--- config.mk ---
export PLATFORM = sky130hd
export DESIGN_NAME = hamming_codec
export DESIGN_NICKNAME = d
export VERILOG_FILES = /design/src/rtl/hamming_pkg.sv /design/src/rtl/hamming_decoder.sv /design/src/rtl/hamming_codec.sv
export SDC_FILE = /design/constraint.sdc
export NUM_CORES = 1
export LEC_CHECK = 0
export ABC_AREA = 0
export CAP_MARGIN = 0
export CORE_AREA = 2 2 56 58
export DETAILED_ROUTE_END_ITERATION = 12
export DIE_AREA = 0 0 58 60
export GPL_TIMING_DRIVEN = 0
export PLACE_DENSITY_LB_ADDON = 0.12
export SETUP_SLACK_MARGIN = 0.1
export SYNTH_ARGS = -nofsm -noshare
export SYNTH_HDL_FRONTEND = slang
export SYNTH_HIERARCHICAL = 1
export SYNTH_SLANG_ARGS = --single-unit
export TNS_END_PERCENT = 1
--- constraint.sdc ---
create_clock -name clk -period 1.95 [get_ports clk]
set_input_delay 0.2925 -clock clk [delete_from_list [all_inputs] [get_ports clk]]
set_output_delay 0.2925 -clock clk [all_outputs]
set_load 0.02 [all_outputs]
--- src/rtl/hamming_pkg.sv ---
// Hamming(7,4) shared constants and codec helper functions.
// Bit p of a codeword (p = index + 1): p1 p2 d0 p4 d1 d2 d3.
package hamming_pkg;

  localparam int DATA_W = 4;
  localparam int CODE_W = 7;

  function automatic logic [CODE_W-1:0] hamming_encode(
    input logic [DATA_W-1:0] d
  );
    logic p1, p2, p4;
    p1 = d[0] ^ d[1] ^ d[3];
    p2 = d[0] ^ d[2] ^ d[3];
    p4 = d[1] ^ d[2] ^ d[3];
    return {d[3], d[2], d[1], p4, d[0], p2, p1};
  endfunction

  function automatic logic [2:0] hamming_syndrome(
    input logic [CODE_W-1:0] c
  );
    logic s1, s2, s4;
    s1 = c[0] ^ c[2] ^ c[4] ^ c[6];
    s2 = c[1] ^ c[2] ^ c[5] ^ c[6];
    s4 = c[3] ^ c[4] ^ c[5] ^ c[6];
    return {s4, s2, s1};
  endfunction

  function automatic logic [DATA_W-1:0] hamming_extract(
    input logic [CODE_W-1:0] c
  );
    return {c[6], c[5], c[4], c[2]};
  endfunction

endpackage

--- src/rtl/hamming_decoder.sv ---
// Combinational Hamming(7,4) syndrome, single-bit correction and
// data extraction.
module hamming_decoder
  import hamming_pkg::*;
(
  input  logic [CODE_W-1:0] rx,
  output logic [CODE_W-1:0] corr,
  output logic [DATA_W-1:0] dec,
  output logic              got
);

  logic [2:0]        syn;
  logic [CODE_W-1:0] one;
  logic [CODE_W-1:0] flip;

  // Syndrome names the 1-based position in error; zero means clean.
  always_comb begin
    one  = CODE_W'(1);
    syn  = hamming_syndrome(rx);
    flip = '0;
    if (syn != 3'd0)
      flip = one << (syn - 3'd1);
    corr = rx ^ flip;
    dec  = hamming_extract(corr);
    got  = (syn != 3'd0);
  end

endmodule

--- src/rtl/hamming_codec.sv ---
// Two-stage registered Hamming(7,4) encode -> channel -> decode.
// Define HAMMING_ERR_INJECT_EN to let err_pos flip one channel bit.
module hamming_codec
  import hamming_pkg::*;
(
  input  logic              clk,
  input  logic              rst,
  input  logic              in_valid,
  input  logic [DATA_W-1:0] data_in,
  input  logic [2:0]        err_pos,
  output logic [CODE_W-1:0] data_encoded,
  output logic [CODE_W-1:0] data_out,
  output logic [DATA_W-1:0] data_dec,
  output logic              data_got,
  output logic              out_valid
);

`ifdef HAMMING_ERR_INJECT_EN
  localparam bit INJECT_EN = 1'b1;
`else
  localparam bit INJECT_EN = 1'b0;
`endif

  logic [2:0]        err_q;
  logic              v1;
  logic [CODE_W-1:0] rx;
  logic [CODE_W-1:0] one;
  logic [CODE_W-1:0] corr;
  logic [DATA_W-1:0] dec;
  logic              got;

  // Stage 1: encode and capture error position on valid input.
  always_ff @(posedge clk) begin
    if (rst) begin
      data_encoded <= '0;
      err_q        <= '0;
      v1           <= 1'b0;
    end else begin
      v1 <= in_valid;
      if (in_valid) begin
        data_encoded <= hamming_encode(data_in);
        err_q        <= err_pos;
      end
    end
  end

  // Channel model: optionally flip the bit at 1-based err_q.
  always_comb begin
    one = CODE_W'(1);
    rx  = data_encoded;
    if (INJECT_EN && err_q != 3'd0)
      rx = data_encoded ^ (one << (err_q - 3'd1));
  end

  hamming_decoder u_dec (
    .rx   (rx),
    .corr (corr),
    .dec  (dec),
    .got  (got)
  );

  // Stage 2: register corrected word; qualified by out_valid.
  always_ff @(posedge clk) begin
    if (rst) begin
      data_out  <= '0;
      data_dec  <= '0;
      data_got  <= 1'b0;
      out_valid <= 1'b0;
    end else begin
      data_out  <= corr;
      data_dec  <= dec;
      data_got  <= got;
      out_valid <= v1;
    end
  end

endmodule

# Yosys cells after proc, flatten, opt, wreduce, memory -nomap -nowiden
# Index checks and enable logic that the tools add are counted.
# Widths: inputs -> output; s select.
# op_classes
add_sub_neg	1
multipliers	0
div_mod_pow	0
n_lt_le_gt_ge	0
n_eq_ne	0
n_shift	1
n_mux	1
bitwise	16
n_reduce_logical	1
# op_table
operator	count
$xor 1x1->1	15
$mux 7	1
$shl 1x3->7 const A	1
$xor 7x7->7	1
$reduce_bool 3->1	1
$sub 3x1->3 const B	1
# totals
regBits	21
latch_bits	0
ram_bits	0
rom_bits	0
inputBits	10
output_inout_bits	20
word_cells	26
n_memories	0

# Longest topological paths before layout
# Gate-level depths: netlist of run 1.
# depth
depth_word	7
mapped_depth	8
depth_no_buf	5

# By module
# The synthesis of run 1 kept the hierarchy.
# modules_own_cells
module	n_inst	cells_per_inst	area_per_inst_um2	seq_area_each_um2
hamming_codec	1	55	701.9	420.4
hamming_decoder	1	102	675.6	0.0

# Worst setup path after synthesis of run 1
# Ideal clock, no wire load.
# synth_timing
path_type	reg2reg
start	register data_encoded[2]
end	register data_dec[3]
setup_time_ps	128
t_arrival_ps	1723
required_ps	1822
setup_slack_ps	99
path_stages_with_launch	9
n_path_buf	3
synth_period_minus_slack_ps	1851
path_cell_list	dfxtp_1 buf_2 clkbuf_1 or2_2 a211oi_1 nor4_1 nand2_1 buf_4 nor2b_1
# synth_between
elab_chain_cells	7
elab_cells_between_ends	11
classes_between	1 x add/sub; 1 x shift; 1 x mux; 7 x bitwise; 1 x reduce/logical
# synth_lines
item	line	rtl
from (decl)	hamming_codec.sv:11	output logic [CODE_W-1:0] data_encoded,
from (signal assigned)	hamming_codec.sv:41	data_encoded <= hamming_encode(data_in);
$xor 1x1->1 (on tied branches) (3 in a row)	hamming_pkg.sv:22, hamming_pkg.sv:23	
$sub 3x1->3	hamming_decoder.sv:22	flip = one << (syn - 3'd1);
$shl 1x3->7	hamming_decoder.sv:22	
$mux 7 *	hamming_decoder.sv:21	if (syn != 3'd0)
$xor 7x7->7 *	hamming_decoder.sv:23	corr = rx ^ flip;
via corr[6]	hamming_codec.sv:28	logic [CODE_W-1:0] corr;
to (signal assigned)	hamming_codec.sv:66	data_dec <= '0;
to (signal assigned)	hamming_codec.sv:71	data_dec <= dec;
to (decl)	hamming_codec.sv:13	output logic [DATA_W-1:0] data_dec,
# Mark *: on every way through the listed nets, which the timed path passes. The rest lies on a longest branch.
# A chain may end at the register's enable or synchronous reset.

# Worst setup path after layout of run 1
# layout_timing
start	register data_encoded[6]
end	register data_dec[3]
# layout_between
elab_chain_cells	5
elab_cells_between_ends	8
classes_between	1 x add/sub; 1 x shift; 1 x mux; 4 x bitwise; 1 x reduce/logical
# layout_lines
item	line
$xor 1x1->1 (on tied branches)	hamming_pkg.sv:22, hamming_pkg.sv:23, hamming_pkg.sv:24
$sub 3x1->3	hamming_decoder.sv:22
$shl 1x3->7	hamming_decoder.sv:22
$mux 7	hamming_decoder.sv:21
$xor 7x7->7 *	hamming_decoder.sv:23
via corr[6]	hamming_codec.sv:28
# Marked as above.

==> results of run 1 <==
-- worst paths after layout --
check,startpoint,to,slack (ns),depth (start not counted)
max reg2reg,data_encoded[6],data_dec[3],0.12,8
min reg2reg,v1,out_valid,0.45,1
max,data_encoded[6],data_dec[3],0.12,8
min,in_valid,v1,0.25,2
-- power by group through the flow --
stage | Combinational (W) | Sequential, W | Clock (W)
6_report | 0.000552 | 0.000499 | 0.000215
5_1_grt | 0.000595 | 0.000503 | 0.000237
4_1_cts | 0.000504 | 0.000498 | 0.000218
3_5_place_dp | 0.000492 | 0.000505 | 0
3_3_place_gp | 0.000481 | 0.000504 | 0
2_1_floorplan | 0.000289 | 0.000560 | 0
-- state kept, by name, summed over array words and instances, names as in the netlist --
name	count
data_dec	4
out_valid	1
data_out	7
data_encoded	7
data_got	1
v1	1
-- cell usage in the layout, fill, tap and decap left out, drive strengths merged --
| master | synthesis | final |
|---|---|---|
| xnor2 | 11 | 11 |
| or2 | 2 | 2 |
| nor4 | 10 | 10 |
| nor2b | 14 | 14 |
| o22a | 1 | 1 |
| clkinv | 0 | 1 |
| nor3 | 10 | 10 |
| mux2i | 9 | 9 |
| a211oi | 2 | 2 |
| clkbuf | 5 | 12 |
| xor2 | 4 | 4 |
| xor3 | 3 | 3 |
| a2111oi | 2 | 2 |
| nand2b | 6 | 6 |
| and4 | 1 | 1 |
| o2111ai | 2 | 2 |
| nor2 | 11 | 11 |
| or4bb | 3 | 3 |
| or3b | 1 | 1 |
| buf | 14 | 15 |
| dfxtp | 21 | 21 |
| a21oi | 5 | 5 |
| nand3b | 2 | 2 |
| clkdlybuf4s50 | 0 | 25 |
| nand2 | 5 | 5 |
| nand4 | 1 | 1 |
| nand3 | 3 | 3 |
| inv | 3 | 3 |
| o21ai | 6 | 6 |
-- metrics by stage --
stage          area, sq um  utilization
2_1_floorplan         1380            -
3_3_place_gp          1670        0.575
3_5_place_dp          1670        0.575
4_1_cts               1730        0.595
5_1_grt               1840        0.632
6_report              1840        0.632
-- per-layer routing --
metal  global-route usage  vias up  share of wire
met5                    0        -              0
met4                0.103        0          0.021
met3               0.0260        5          0.054
met2                0.304       43           0.49
met1                0.219      531           0.43
li1                     -      612              -
-- what timing repair did --
action                     4_1_cts  5_1_grt
buffers inserted                 0        5
pin swaps                        0        3
hold buffers                     0        0
resized for setup                6       20
setup endpoints to repair        4        9
-- cell families (layout without fill, tap and decap cells) --
kind of cell              after synthesis  in the layout  share of synthesized area
and+or+nand+nor                        69             69                      0.290
buffers and inverters                  22             56                     0.0944
DFF                                    21             21                      0.305
AOI/OAI and AO/OA                      18             18                     0.0872
xor gates and xnor gates               18             18                      0.158
muxes                                   9              9                     0.0654
-- critical path, stage by stage (launching register included) --
cell	delay, ns
dfxtp_1	0.37
buf_2	0.23
clkbuf_4	0.23
or4bb_1	0.41
o2111ai_1	0.13
nor4_1	0.08
nand2_1	0.10
buf_4	0.10
nor2b_1	0.10
-- cell type report --
cell class	instances	area share
sequential	21	0.232
multi-input combinational	114	0.490
clock buffer	3	0.0123
timing repair buffer	30	0.157
clock inverter	1	0.00273
inverter	3	0.00613
buffer	19	0.0777
tap	33	0.0225
==> impl_results.md, run 1 <==
* Place WS at 0.0576 ns
* Synth Warn # at 6
* Max Root-Sink Buffers at 2
* Die Width at about 58 um
* DP Wirelength at roughly 2.1 mm
* Hold Slack at ~0.25 ns
* Min Tclk post-route at about 1.8 ns
* Internal power at ~0.00084 W
* Comb pwr share at 0.436
* Hold crit path type: in2reg
* Synthesis-stage register bit count at 21
* Area of the multi-input gates at between 800 and 900 sq um
* Skew final at roughly 0.0035 ns
* Clock power share at 0.170
* CTS tree: done
* Initial antenna violation count at 0
* Slew margin rel. at 0.733
* Die Footprint at between 0.003 and 0.004 sq mm
* TritonRoute pass-1 iters at 4
* EDFF count, synth at 0
* Post-Route WL at about 2.9 mm
* Asr flop ratio synth at 0
* Die Span Y at ~60 um
* Pin count of the biggest net entering global routing at 13
* Register area at between 400 and 500 sq um
* First-iteration detailed-routing DRC count at 21
* Synth cell count leaders: dfxtp_1 (21), nor2b_1 (14), nor2_1 (11)
* Share of layout cells above drive strength 1 at 0.225
* Hold Violations, Final at 0
* Pwr Total at about 0.0013 W
* Fmax at between 500 and 600 MHz
* Area leader, netlist: dfxtp_1
* NetSw at approximately 0.00043 W
* Setup crit end kind: register
* TritonCTS Sinks at 21
* Final GP Congestion at 0.845
* Post-synth top area share at 0.305
* Antenna Cells at 0
* # Max-Cap Violations at 0
* Syn Inst Count at 157
* Grt total ovfl at 0
* Area Overhead vs Synth at 33.2%
* Clock Latency Late Sink at approximately 0.31 ns
* Via Count at 1191
* Peak supply drop at ~0.47 mV
* Vias in the first global route at between 1000 and 1500
* Worst-Margin Slew at about 0.40 ns
* Post-Place Cells at about 220
* Wirelength per Cell at about 13 um
* CTS Buf Count at 3
* Arr. time, crit path at roughly 2.1 ns
* Max FO, Critical Path at 10
* Via density at 5.32
* Clock root buffer: clkbuf_4
* Final nets at ~200
* Crit share post-route at 0.938
* Post-synthesis cell type count at 34
* Setup TNS at 0 ns
* Fin worst setup slack at between 0.1 and 0.15 ns
* Initial Utilization at 0.475
* Most frequent cell after synthesis: dfxtp_1
* Tot GR Track Use at 0.180
* Ys flop type: dfxtp_1
* Routed Antenna Nets at 0
* H-Tree Depth at 1
* First-pass GRT wire length at ~4.7 mm
* Seq/Total Area, Yosys at 0.305
* RSZ-0062 raised after global routing: true
* I/O pin count at 30
* DRC violations left at 0
* Total core area at around 0.0029 sq mm
* Syn Nets at 167
* Max-slew violations at 0
* Leak at approximately 0.73 nW
* Crit Path Category: reg2reg
* Worst EP required at about 2.2 ns
* Fillers at 243
* Layout Cells excl Fill at about 220
* Mean Syn Cell Area at 8.77 sq um
* Netlist Area Pre-Place at 0.00138 sq mm
* Critical Path Source Type: register
* Status: finished, final reports clean
* I/O Buffers at 25
* Setup violators final at 0
* Row count at 20
* PwrDens at ~690 mW/mm^2
* Sequential share of power at 0.394
* Top cells by area, synth: dfxtp_1 (31%), mux2i_1 (6.5%), nor2b_1 (6.4%), xnor2_1 (6.4%), xor3_1 (5.2%)
* Switching part of the total power at 0.337
* Reg clk slew, reported paths at roughly 0.12 ns
Power figures use the tool's default switching activity.
==> run 2, diff against run 1 <==
SKIP_CTS_REPAIR_TIMING = 1   (was default)
==> run 2 against run 1 <==
Against the previous run:
- total power fell by 0.95%
- core utilization decreased by 0.13 points
- non-clock buffer count is the same
- largest power group unchanged
==> impl_results.md, run 2 (same netlist as run 1, synthesis figures left out) <==
* Grt total ovfl at 0
* Row count at 20
* Status: finished, final reports clean
* Final GP Congestion at ~0.84
* Leak at 0.726 nW
* Vias in the first global route at 1066
* Via density at 5.32
* Die Footprint at about 0.0035 sq mm
* PwrDens at roughly 680 mW/mm^2
* Antenna Cells at 0
* Share of layout cells above drive strength 1 at 0.225
* Crit share post-route at 0.916
* Total core area at roughly 0.0029 sq mm
* Peak supply drop at approximately 0.47 mV
* Slew margin rel. at 0.736
* Clock Latency Late Sink at 0.31 ns
* Crit Path Category: reg2reg
* Setup violators final at 0
* Arr. time, crit path at about 2.0 ns
* Fmax at 560 MHz
* Via Count at about 1200
* Setup crit end kind: register
* # Max-Cap Violations at 0
* Setup TNS at 0 ns
* Critical Path Source Type: register
* Min Tclk post-route at around 1.8 ns
* TritonRoute pass-1 iters at 4
* Die Width at around 58 um
* Worst-Margin Slew at between 0.3 and 0.4 ns
* Die Span Y at 60 um
* Most common cell after layout, fill and taps aside: clkdlybuf4s50_1
* Reg clk slew, reported paths at roughly 0.11 ns
* Final nets at approximately 200
* Hold crit path type: in2reg
* I/O Buffers at 25
* Fin worst setup slack at around 0.16 ns
* Max-slew violations at 0
* DRC violations left at 0
* Area Overhead vs Synth at 33.0%
* RSZ-0062 raised after global routing: true
* H-Tree Depth at 1
* Max Root-Sink Buffers at 2
* Initial Utilization at 0.475
* TritonCTS Sinks at 21
* CTS tree: done
* First-iteration detailed-routing DRC count at 17
* Initial antenna violation count at 0
* Registers with the most flip-flops: data_encoded x7, data_out x7, data_dec x4
* Max FO, Critical Path at 10
* Skew final at roughly 0.0027 ns
* Pwr Total at 0.00125 W
* Worst EP required at roughly 2.2 ns
* CTS Buf Count at 3
* Most frequent cells in the layout: clkdlybuf4s50_1 (25), dfxtp_1 (17), nor2b_1 (14)
* Tot GR Track Use at 0.176
* Routed Antenna Nets at 0
* Pin count of the biggest net entering global routing at 13
* Place WS at 0.0576 ns
* Wirelength per Cell at between 10 and 15 um
* Clock root buffer: clkbuf_4
* Post-Route WL at 2.87 mm
* Hold Violations, Final at 0
* I/O pin count at 30
* DP Wirelength at roughly 2.1 mm
* First-pass GRT wire length at around 4.6 mm
[run 2: critical path, stage by stage, from the launching register on]
cell and delay [ns]:
dfxtp_2 0.35, buf_6 0.15, xnor2_2 0.15, buf_4 0.18
and4_2 0.23, nor4_2 0.27, nand2_1 0.10, buf_4 0.13
nor2b_1 0.11
[run 2: metrics by stage]
stage	hold WS [ns]	util	cell area (sq um)	instances
6_report	0.260	0.631	1830	224
5_1_grt	0.255	0.631	1830	224
4_1_cts	0.262	0.585	1700	219
3_5_place_dp	0.431	0.575	1670	215
3_3_place_gp	0.420	0.575	1670	215
2_1_floorplan	0.364	-	1380	157
[run 2: power by group]
group | internal (W) | switching [W] | total, W
clock | 0.0000768 | 0.000134 | 0.000211
sequential | 0.000474 | 0.0000251 | 0.000499
combinational | 0.000284 | 0.000260 | 0.000544
total | 0.000835 | 0.000419 | 0.00125
[run 2: path summary, 6_finish.rpt]
check,start,depth (start not counted),end,slack [ns]
max,data_encoded[5],8,data_dec[0],0.16
min,in_valid,2,v1,0.26
max reg2reg,data_encoded[5],8,data_dec[0],0.16
min reg2reg,v1,1,out_valid,0.45
[run 2: final cells by class]
| type | count | area [sq um] |
|---|---|---|
| buffer | 19 | 149 |
| fill | 239 | 1070 |
| timing repair buffer | 30 | 288 |
| multi-input combinational | 114 | 887 |
| clock buffer | 3 | 22.5 |
| tap | 33 | 41.3 |
| inverter | 3 | 11.3 |
| sequential | 21 | 428 |
| clock inverter | 1 | 5.00 |
[run 2: layer usage]
metal	part of all wire	GRT usage
met1	0.45	0.216
met2	0.49	0.302
met3	0.039	0.0260
met4	0.020	0.0831
met5	0	0
